### src/rtl/control_pkg.sv
// control_pkg: shared states, opcode fields and datapath select encodings for the multicycle controller
package control_pkg;
  typedef enum logic [3:0] {
    FETCH, DECODE, MEMADR, MEMRD, MEMWB, MEMWR, EXECUTER, EXECUTEI, ALUWB, BRANCH
  } estado_t;
  localparam logic [1:0] ALU_ADD = 2'b00;
  localparam logic [1:0] ALU_SUB = 2'b01;
  localparam logic [1:0] ALU_AND = 2'b10;
  localparam logic [1:0] ALU_ORR = 2'b11;
  localparam logic [1:0] OP_DP  = 2'b00;
  localparam logic [1:0] OP_MEM = 2'b01;
  localparam logic [1:0] OP_BR  = 2'b10;
  localparam logic [1:0] SRCB_RD2 = 2'b00;
  localparam logic [1:0] SRCB_IMM = 2'b01;
  localparam logic [1:0] SRCB_4   = 2'b10;
  localparam logic [1:0] RES_ALUOUT    = 2'b00;
  localparam logic [1:0] RES_DATA      = 2'b01;
  localparam logic [1:0] RES_ALURESULT = 2'b10;
  localparam logic [3:0] CMD_ADD = 4'b0100;
  localparam logic [3:0] CMD_SUB = 4'b0010;
  localparam logic [3:0] CMD_AND = 4'b0000;
  localparam logic [3:0] CMD_ORR = 4'b1100;
endpackage

### src/rtl/decodificador_alu.sv
// decodificador_alu: ALU operation, flag-write and PC-source request decode
module decodificador_alu
  import control_pkg::*;
(
  input  logic       ALUOp,
  input  logic [4:0] Funct,
  input  logic [3:0] Rd,
  input  logic       RegW,
  input  logic       Branch,
  output logic [1:0] ALUControl,
  output logic [1:0] FlagW,
  output logic       PCS
);
  logic known;
  // unsupported commands fall back to ADD and suppress every flag write
  always_comb begin
    known = Funct[4:1] inside {CMD_ADD, CMD_SUB, CMD_AND, CMD_ORR};
    ALUControl = !ALUOp                ? ALU_ADD :
                 Funct[4:1] == CMD_SUB ? ALU_SUB :
                 Funct[4:1] == CMD_AND ? ALU_AND :
                 Funct[4:1] == CMD_ORR ? ALU_ORR : ALU_ADD;
    FlagW = (ALUOp && known) ?
            {Funct[0], Funct[0] & (ALUControl == ALU_ADD || ALUControl == ALU_SUB)} : 2'b00;
    PCS = (RegW && Rd == 4'hF) || Branch;
  end
endmodule

### src/rtl/unidad_control_multiciclo.sv
// unidad_control_multiciclo: multicycle main FSM driving datapath selects and ungated write requests
module unidad_control_multiciclo
  import control_pkg::*;
(
  input  logic       clk,
  input  logic       reset,
  input  logic [1:0] Op,
  input  logic [5:0] Funct,
  input  logic [3:0] Rd,
  output logic       IRWrite,
  output logic       NextPC,
  output logic       AdrSrc,
  output logic       ALUSrcA,
  output logic [1:0] ALUSrcB,
  output logic [1:0] ResultSrc,
  output logic [1:0] ALUControl,
  output logic [1:0] FlagW,
  output logic       PCS,
  output logic       RegW,
  output logic       MemW,
  output logic [1:0] ImmSrc,
  output logic [1:0] RegSrc
);
  estado_t state_q, state_d;
  logic alu_op, branch;
  // state register; reset parks the machine in FETCH without waiting for a clock
  always_ff @(posedge clk or posedge reset) begin
    if (reset) state_q <= FETCH;
    else       state_q <= state_d;
  end
  // next-state and Moore outputs; fetch strobes are masked while reset holds
  always_comb begin
    state_d   = FETCH;
    IRWrite   = 1'b0;
    NextPC    = 1'b0;
    AdrSrc    = 1'b0;
    ALUSrcA   = 1'b0;
    ALUSrcB   = SRCB_RD2;
    ResultSrc = RES_ALUOUT;
    RegW      = 1'b0;
    MemW      = 1'b0;
    alu_op    = 1'b0;
    branch    = 1'b0;
    case (state_q)
      FETCH: begin
        state_d   = DECODE;
        IRWrite   = !reset;
        NextPC    = !reset;
        ALUSrcA   = 1'b1;
        ALUSrcB   = SRCB_4;
        ResultSrc = RES_ALURESULT;
      end
      DECODE: begin
        state_d   = Op == OP_MEM ? MEMADR :
                    Op == OP_DP  ? (Funct[5] ? EXECUTEI : EXECUTER) :
                    Op == OP_BR  ? BRANCH : FETCH;
        ALUSrcA   = 1'b1;
        ALUSrcB   = SRCB_4;
        ResultSrc = RES_ALURESULT;
      end
      MEMADR: begin
        state_d = Funct[0] ? MEMRD : MEMWR;
        ALUSrcB = SRCB_IMM;
      end
      MEMRD: begin
        state_d = MEMWB;
        AdrSrc  = 1'b1;
      end
      MEMWB: begin
        ResultSrc = RES_DATA;
        RegW      = 1'b1;
      end
      MEMWR: begin
        AdrSrc = 1'b1;
        MemW   = 1'b1;
      end
      EXECUTER: begin
        state_d = ALUWB;
        alu_op  = 1'b1;
      end
      EXECUTEI: begin
        state_d = ALUWB;
        ALUSrcB = SRCB_IMM;
        alu_op  = 1'b1;
      end
      ALUWB: RegW = 1'b1;
      BRANCH: begin
        ALUSrcB   = SRCB_IMM;
        ResultSrc = RES_ALURESULT;
        branch    = 1'b1;
      end
      default: ;
    endcase
  end
  assign ImmSrc = Op;
  assign RegSrc = {Op == OP_MEM, Op == OP_BR};
  decodificador_alu u_dec (
    .ALUOp      (alu_op),
    .Funct      (Funct[4:0]),
    .Rd         (Rd),
    .RegW       (RegW),
    .Branch     (branch),
    .ALUControl (ALUControl),
    .FlagW      (FlagW),
    .PCS        (PCS)
  );
endmodule

### config.mk
export PLATFORM = sky130hd
export DESIGN_NAME = unidad_control_multiciclo
export DESIGN_NICKNAME = d
export VERILOG_FILES = /design/src/rtl/control_pkg.sv /design/src/rtl/decodificador_alu.sv /design/src/rtl/unidad_control_multiciclo.sv
export SDC_FILE = /design/constraint.sdc
export NUM_CORES = 1
export LEC_CHECK = 0
export ABC_AREA = 1
export ABC_CLOCK_PERIOD_IN_PS = 2200
export BUFFER_PORTS_ARGS = -buffer_cell sky130_fd_sc_hd__buf_2
export CORE_UTILIZATION = 25
export DETAILED_ROUTE_END_ITERATION = 8
export GPL_TIMING_DRIVEN = 1
export PLACE_DENSITY = 0.54
export SLEW_MARGIN = 20
export SYNTH_ARGS = -nofsm -noshare
export SYNTH_HDL_FRONTEND = slang
export SYNTH_HIERARCHICAL = 1
export SYNTH_SLANG_ARGS = --single-unit
### constraint.sdc
create_clock -name clk -period 2.2 [get_ports clk]
set_input_delay 0 -clock clk [delete_from_list [all_inputs] [get_ports clk]]
set_output_delay 0 -clock clk [all_outputs]
set_load 0.005 [all_outputs]
---- Word-level counts from Yosys, hierarchy flattened ----
Cells that the tools add are included.
operators by class
  equality and inequality tests ........... 16
  mux-type cells .......................... 20
  bitwise operators ....................... 1
  reductions and logical operators ........ 16
operators with widths
  operator                                                                number
  4-bit by 3-bit equality test with 1-bit output (second input constant)  5
  4-bit case mux with 5 select lines                                      1
  4-bit equality test (second input constant)                             4
  4-bit by 2-bit equality test with 1-bit output (second input constant)  3
  4-bit 2-to-1 mux                                                        3
  2-bit 2-to-1 mux                                                        5
  4-bit zero test                                                         2
  1-bit 2-to-1 mux                                                        8
  2-bit case mux with 2 select lines                                      2
  2-bit OR reduction                                                      4
  3-bit OR reduction                                                      2
  2-bit by 1-bit equality test with 1-bit output (second input constant)  2
  4-bit by 1-bit equality test with 1-bit output (second input constant)  1
  2-bit zero test                                                         2
  4-bit nonzero test                                                      1
  3-bit 2-to-1 mux                                                        1
  2-bit equality test (second input constant)                             1
  1-bit logical AND                                                       2
  1-bit logical OR                                                        2
  1-bit AND                                                               1
  1-bit zero test                                                         1
word-level totals
  bits in registers ....................... 4
  logic and storage cells ................. 54

---- Longest topological paths before layout ----
  depth after elaboration ................. 9
  mapped depth ............................ 8
  mapped depth without buffers ............ 8

---- Hierarchy ----
Netlist, hierarchy kept.
by module, submodules not included
  module                     instances  cells an instance  area an instance (sq um)  sequential area each (sq um)
  unidad_control_multiciclo  1          52                 349.1                     100.1
  decodificador_alu          1          27                 120.1                     0.0

---- Least setup slack after synthesis ----
Ideal clock, no wire load.
  path type ............................... register to output
  start point ............................. register state_q[3]
  end point ............................... output PCS
  arrival ................................. 1.053 ns
  data required time ...................... 2.200 ns
  slack ................................... 1.147 ns
  stages on the path, launching flop included .. 6
  buffers on the path ..................... 0
  cells stage by stage .................... dfrtp_1 > nor2_2 > inv_2 > a21oi_1 > nand3_1 > o21bai_1
on the way
  cells in the longest elaborated chain, start to end .. 5
  elaborated cells between the ends (all ways) .. 8
  those cells by class .................... eq/ne: 3; mux: 2; reduce/logical: 3
ends and longest elaborated chain
  element                                                                                       line                             source
  start: declaration                                                                            unidad_control_multiciclo.sv:24  estado_t state_q, state_d;
  start signal: assignment                                                                      unidad_control_multiciclo.sv:29  else state_q <= state_d;
  4-bit equality test / 4-bit by 3-bit equality test with 1-bit output (equally long branches)  unidad_control_multiciclo.sv:44  case (state_q)
  2-bit OR reduction (no line) *                                                                --
  1-bit 2-to-1 mux *                                                                            unidad_control_multiciclo.sv:44
  via RegW                                                                                      unidad_control_multiciclo.sv:19  output logic RegW,
  1-bit logical AND *                                                                           decodificador_alu.sv:24          PCS = (RegW && Rd == 4'hF) || Branch;
  1-bit logical OR *                                                                            decodificador_alu.sv:24
  end: declaration                                                                              unidad_control_multiciclo.sv:18  output logic PCS,
Mark *: on every way through the listed nets, which the timed path passes. The rest lies on a longest branch.

---- Worst setup path in the final report ----
  start point ............................. register state_q[3]
  end point ............................... output FlagW[0]
on the way
  cells in the longest elaborated chain, start to end .. 8
  elaborated cells between the ends (all ways) .. 11
  those cells by class .................... eq/ne: 3; mux: 3; bitwise: 1; reduce/logical: 4
ends and longest elaborated chain
  element                                                                                   line                             source
  4-bit by 3-bit equality test with 1-bit output                                            unidad_control_multiciclo.sv:44
  2-bit OR reduction (no line) *                                                            --
  1-bit 2-to-1 mux *                                                                        unidad_control_multiciclo.sv:44
  via alu_op                                                                                unidad_control_multiciclo.sv:25  logic alu_op, branch;
  2-bit 2-to-1 mux                                                                          decodificador_alu.sv:18          ALUControl = !ALUOp ? ALU_ADD :
  2-bit by 1-bit equality test with 1-bit output / 2-bit zero test (equally long branches)  decodificador_alu.sv:23          {Funct[0], Funct[0] & (ALUControl == ALU_ADD || ALUControl == ALU_SUB)} : 2'b00;
  1-bit logical OR                                                                          decodificador_alu.sv:23
  1-bit AND                                                                                 decodificador_alu.sv:23
  2-bit 2-to-1 mux *                                                                        decodificador_alu.sv:22          FlagW = (ALUOp && known) ?
  end: declaration                                                                          unidad_control_multiciclo.sv:17  output logic [1:0] FlagW,
Marks and branches as above.

==> impl_results.md <==
- Status: finished clean
- Peak supply drop: 0.298 mV
- Final setup fails: 0
- Fmax: 0.682 GHz
- RSZ-0062 raised after global routing: false
- DP HPWL: 939 µm
- Skew-Pair Late Insertion Delay: 230 ps
- WHS: 46.6 ps
- Routed WL: 1070 µm
- CTS Sinks: 4
- Crit-path max FO: 4
- Die height: 45.3 µm
- Antenna cells: 0
- Combinational share of power: 0.630
- CTS Buf Count: 3
- P&R area growth vs syn: 42.9%
- Fin util: 0.384
- Total iterations of the first detailed-routing run: 4
- Die area: 0.00205 mm²
- Sequential power share: 0.235
- Leak pwr: 0.435 nW
- Clock skew: 5.15 ps
- First DRT Iteration DRCs: 1
- Nets: 128
- Worst Tran Pin Value: 235 ps
- DP Cell Count: 133
- Register area: 100 µm²
- Post CTS Setup Buffer Count: 0
- Final period utilization: 0.666
- Average size of a mapped cell: 5.94 µm²
- Non-Filler Instances: 137
- CP max-delay cell: dfrtp_1
- Root buffer cell: clkbuf_4
- Clock Power Share: 0.136
- PnR Total Power: 0.646 mW
- Worst Path Arrival: 1470 ps
- Leading area contributor after synthesis: dfrtp_1
- Pin count of the biggest net entering global routing: 10
- CP peak stage delay: 430 ps
- Worst-path clk slew: 40 ps
- Top cells by area, synth: dfrtp_1 21%, inv_1 13%, nand2_1 13%
- Initial core utilization: 0.269
- Final ANT Viol Nets: 0
- Critical path class: reg2out
- Worst min-delay path class: in2reg
- Core ar.: 0.00175 mm²
- Post-Synthesis Cells: 79
- Synthesized area: 469 µm²
- Worst relative slew slack: 0.843
- Gr ovfl total: 0
- Cell mode on critical path: nand2_1
- GPL Wtd Cong: 0.810
- Startpoint Class: flip-flop
- MaxCap Viol Count: 0
- Power per cell area: 964 mW/mm²
- WP buf/inv: 2
- # IOs: 33
- Max FFs per register: 4
- Netlist cell types: 18
- Htree depth: 1
- Synthesis-stage register bit count: 4
- Part of the Yosys area used for sequential elements: 0.213
- Cell Chain, Critical Path: nor2_2 -> nand2_1 -> inv_1 -> nand2_1 -> nor2_1 -> nand2_1 -> a21oi_1 -> buf_2
- Die X: 45.3 µm
- Required time of the critical path: 2200 ps
- Syn_nets: 93
- PortBufs: 32
- Fin crit period: 1470 ps
- Internal power: 0.337 mW
- Initial antenna violation count: 0
- Reg with most FFs: state_q
- DR vias: 556
- GRT Util Overall: 0.120
- Post-DR wirelength/cell: 7.83 µm
- Post-synth top area share: 0.213
- Vias in the first global route: 499
- Area of the multi-input gates: 268 µm²
- Ys Warns: 6
- P_sw: 0.309 mW
- Fillers: 192
- CTS tree: built
- Critical Path End Type: output pin
- Switch share: 0.479
- Setup TNS: 0 ps
- Crit-path leading delay family: simple AND/OR/NAND/NOR gates
- Top flop regs: state_q (4)
- FP Rows: 15
- DRC viols: 0
- Vias/cell: 4.06
- First-pass GRT wire length: 1810 µm
- Hold Fails Final Rpt: 0
- Clock Path Buffers: 2
- Layout cells sized above 1: 0.455
- Final Slew Violations: 0
==> layout by cell type, fill, tap and decap left out, types with 2 or more instances in the layout <==
master	netlist	final
nor2_2	3	3
o21ai_1	2	2
inv_2	5	5
inv_1	16	16
buf_2	0	32
nand3_1	10	10
nor2_4	2	2
dfrtp_1	4	4
a21oi_1	3	3
clkbuf_4	0	3
nand2_1	16	16
nor2_1	6	6
nand2_2	3	3
==> cells in the mapped netlist <==
cell,number
o21ai_0,1
inv_2,5
o21bai_1,1
nand3_1,10
dfrtp_1,4
nor2_4,2
nor2_1,6
o21ai_1,2
nand2_2,3
buf_4,3
nand2_1,16
inv_1,16
nor3b_2,1
nand3b_1,1
o21ai_2,1
nor2_2,3
a21oi_1,3
a21oi_2,1
==> worst paths after layout <==
path | start | endpoint | slack [ps] | cells after the start
min reg2reg | state_q[2] | state_q[0] | 630 | 3
max in group asynchronous | reset | state_q[2] | 1830 | 3
max | state_q[3] | FlagW[0] | 730 | 8
min | Funct[0] | state_q[1] | 50 | 3
max reg2reg | state_q[3] | state_q[2] | 1220 | 3
min in group asynchronous | reset | state_q[1] | 220 | 3
==> repair_timing <==
action                                  CTS  global route
hold endpoints to repair                  4             0
endpoints found under the setup margin    0             0
resized for setup                         0             0
hold buffers                              1             0
==> tightest hold or removal path, cell delays in order <==
cell,delay (ps)
buf_2,100
inv_1,80
o21ai_2,60
==> through the flow <==
stage	instance area [µm²]	setup slack, ps
final	671	735
after global routing	671	566
after CTS	671	720
after detailed placement	638	972
after global placement	638	1020
after floorplan	469	1150
==> layer usage <==
layer,share of wire,track usage
met4,0,0.0727
met1,0.42,0.127
met5,0,0
met3,0.078,0.0200
met2,0.50,0.220
==> logic make-up after synthesis <==
| group | Yosys count | synth area share |
|---|---|---|
| AND/OR/NAND/NOR | 42 | 0.453 |
| flip-flops | 4 | 0.213 |
| AO/OA/AOI/OAI | 9 | 0.117 |
| buffers and inverters | 24 | 0.216 |
==> power by group through the flow <==
stage	clock network (mW)	logic [mW]	registers, mW
floorplan	0	0.275	0.145
global placement	0	0.409	0.151
detailed placement	0	0.411	0.151
CTS	0.0929	0.414	0.151
global route	0.0970	0.466	0.158
finish	0.0876	0.407	0.152
==> final cells by class <==
| cell class | instances | area share |
|---|---|---|
| Inverter | 21 | 0.118 |
| Clock buffer | 3 | 0.0336 |
| Tap cell | 25 | 0.0466 |
| Sequential cell | 4 | 0.149 |
| Timing Repair Buffer | 33 | 0.254 |
| Multi-Input combinational cell | 51 | 0.399 |
Note: power is estimated with default switching activity, not from simulation.
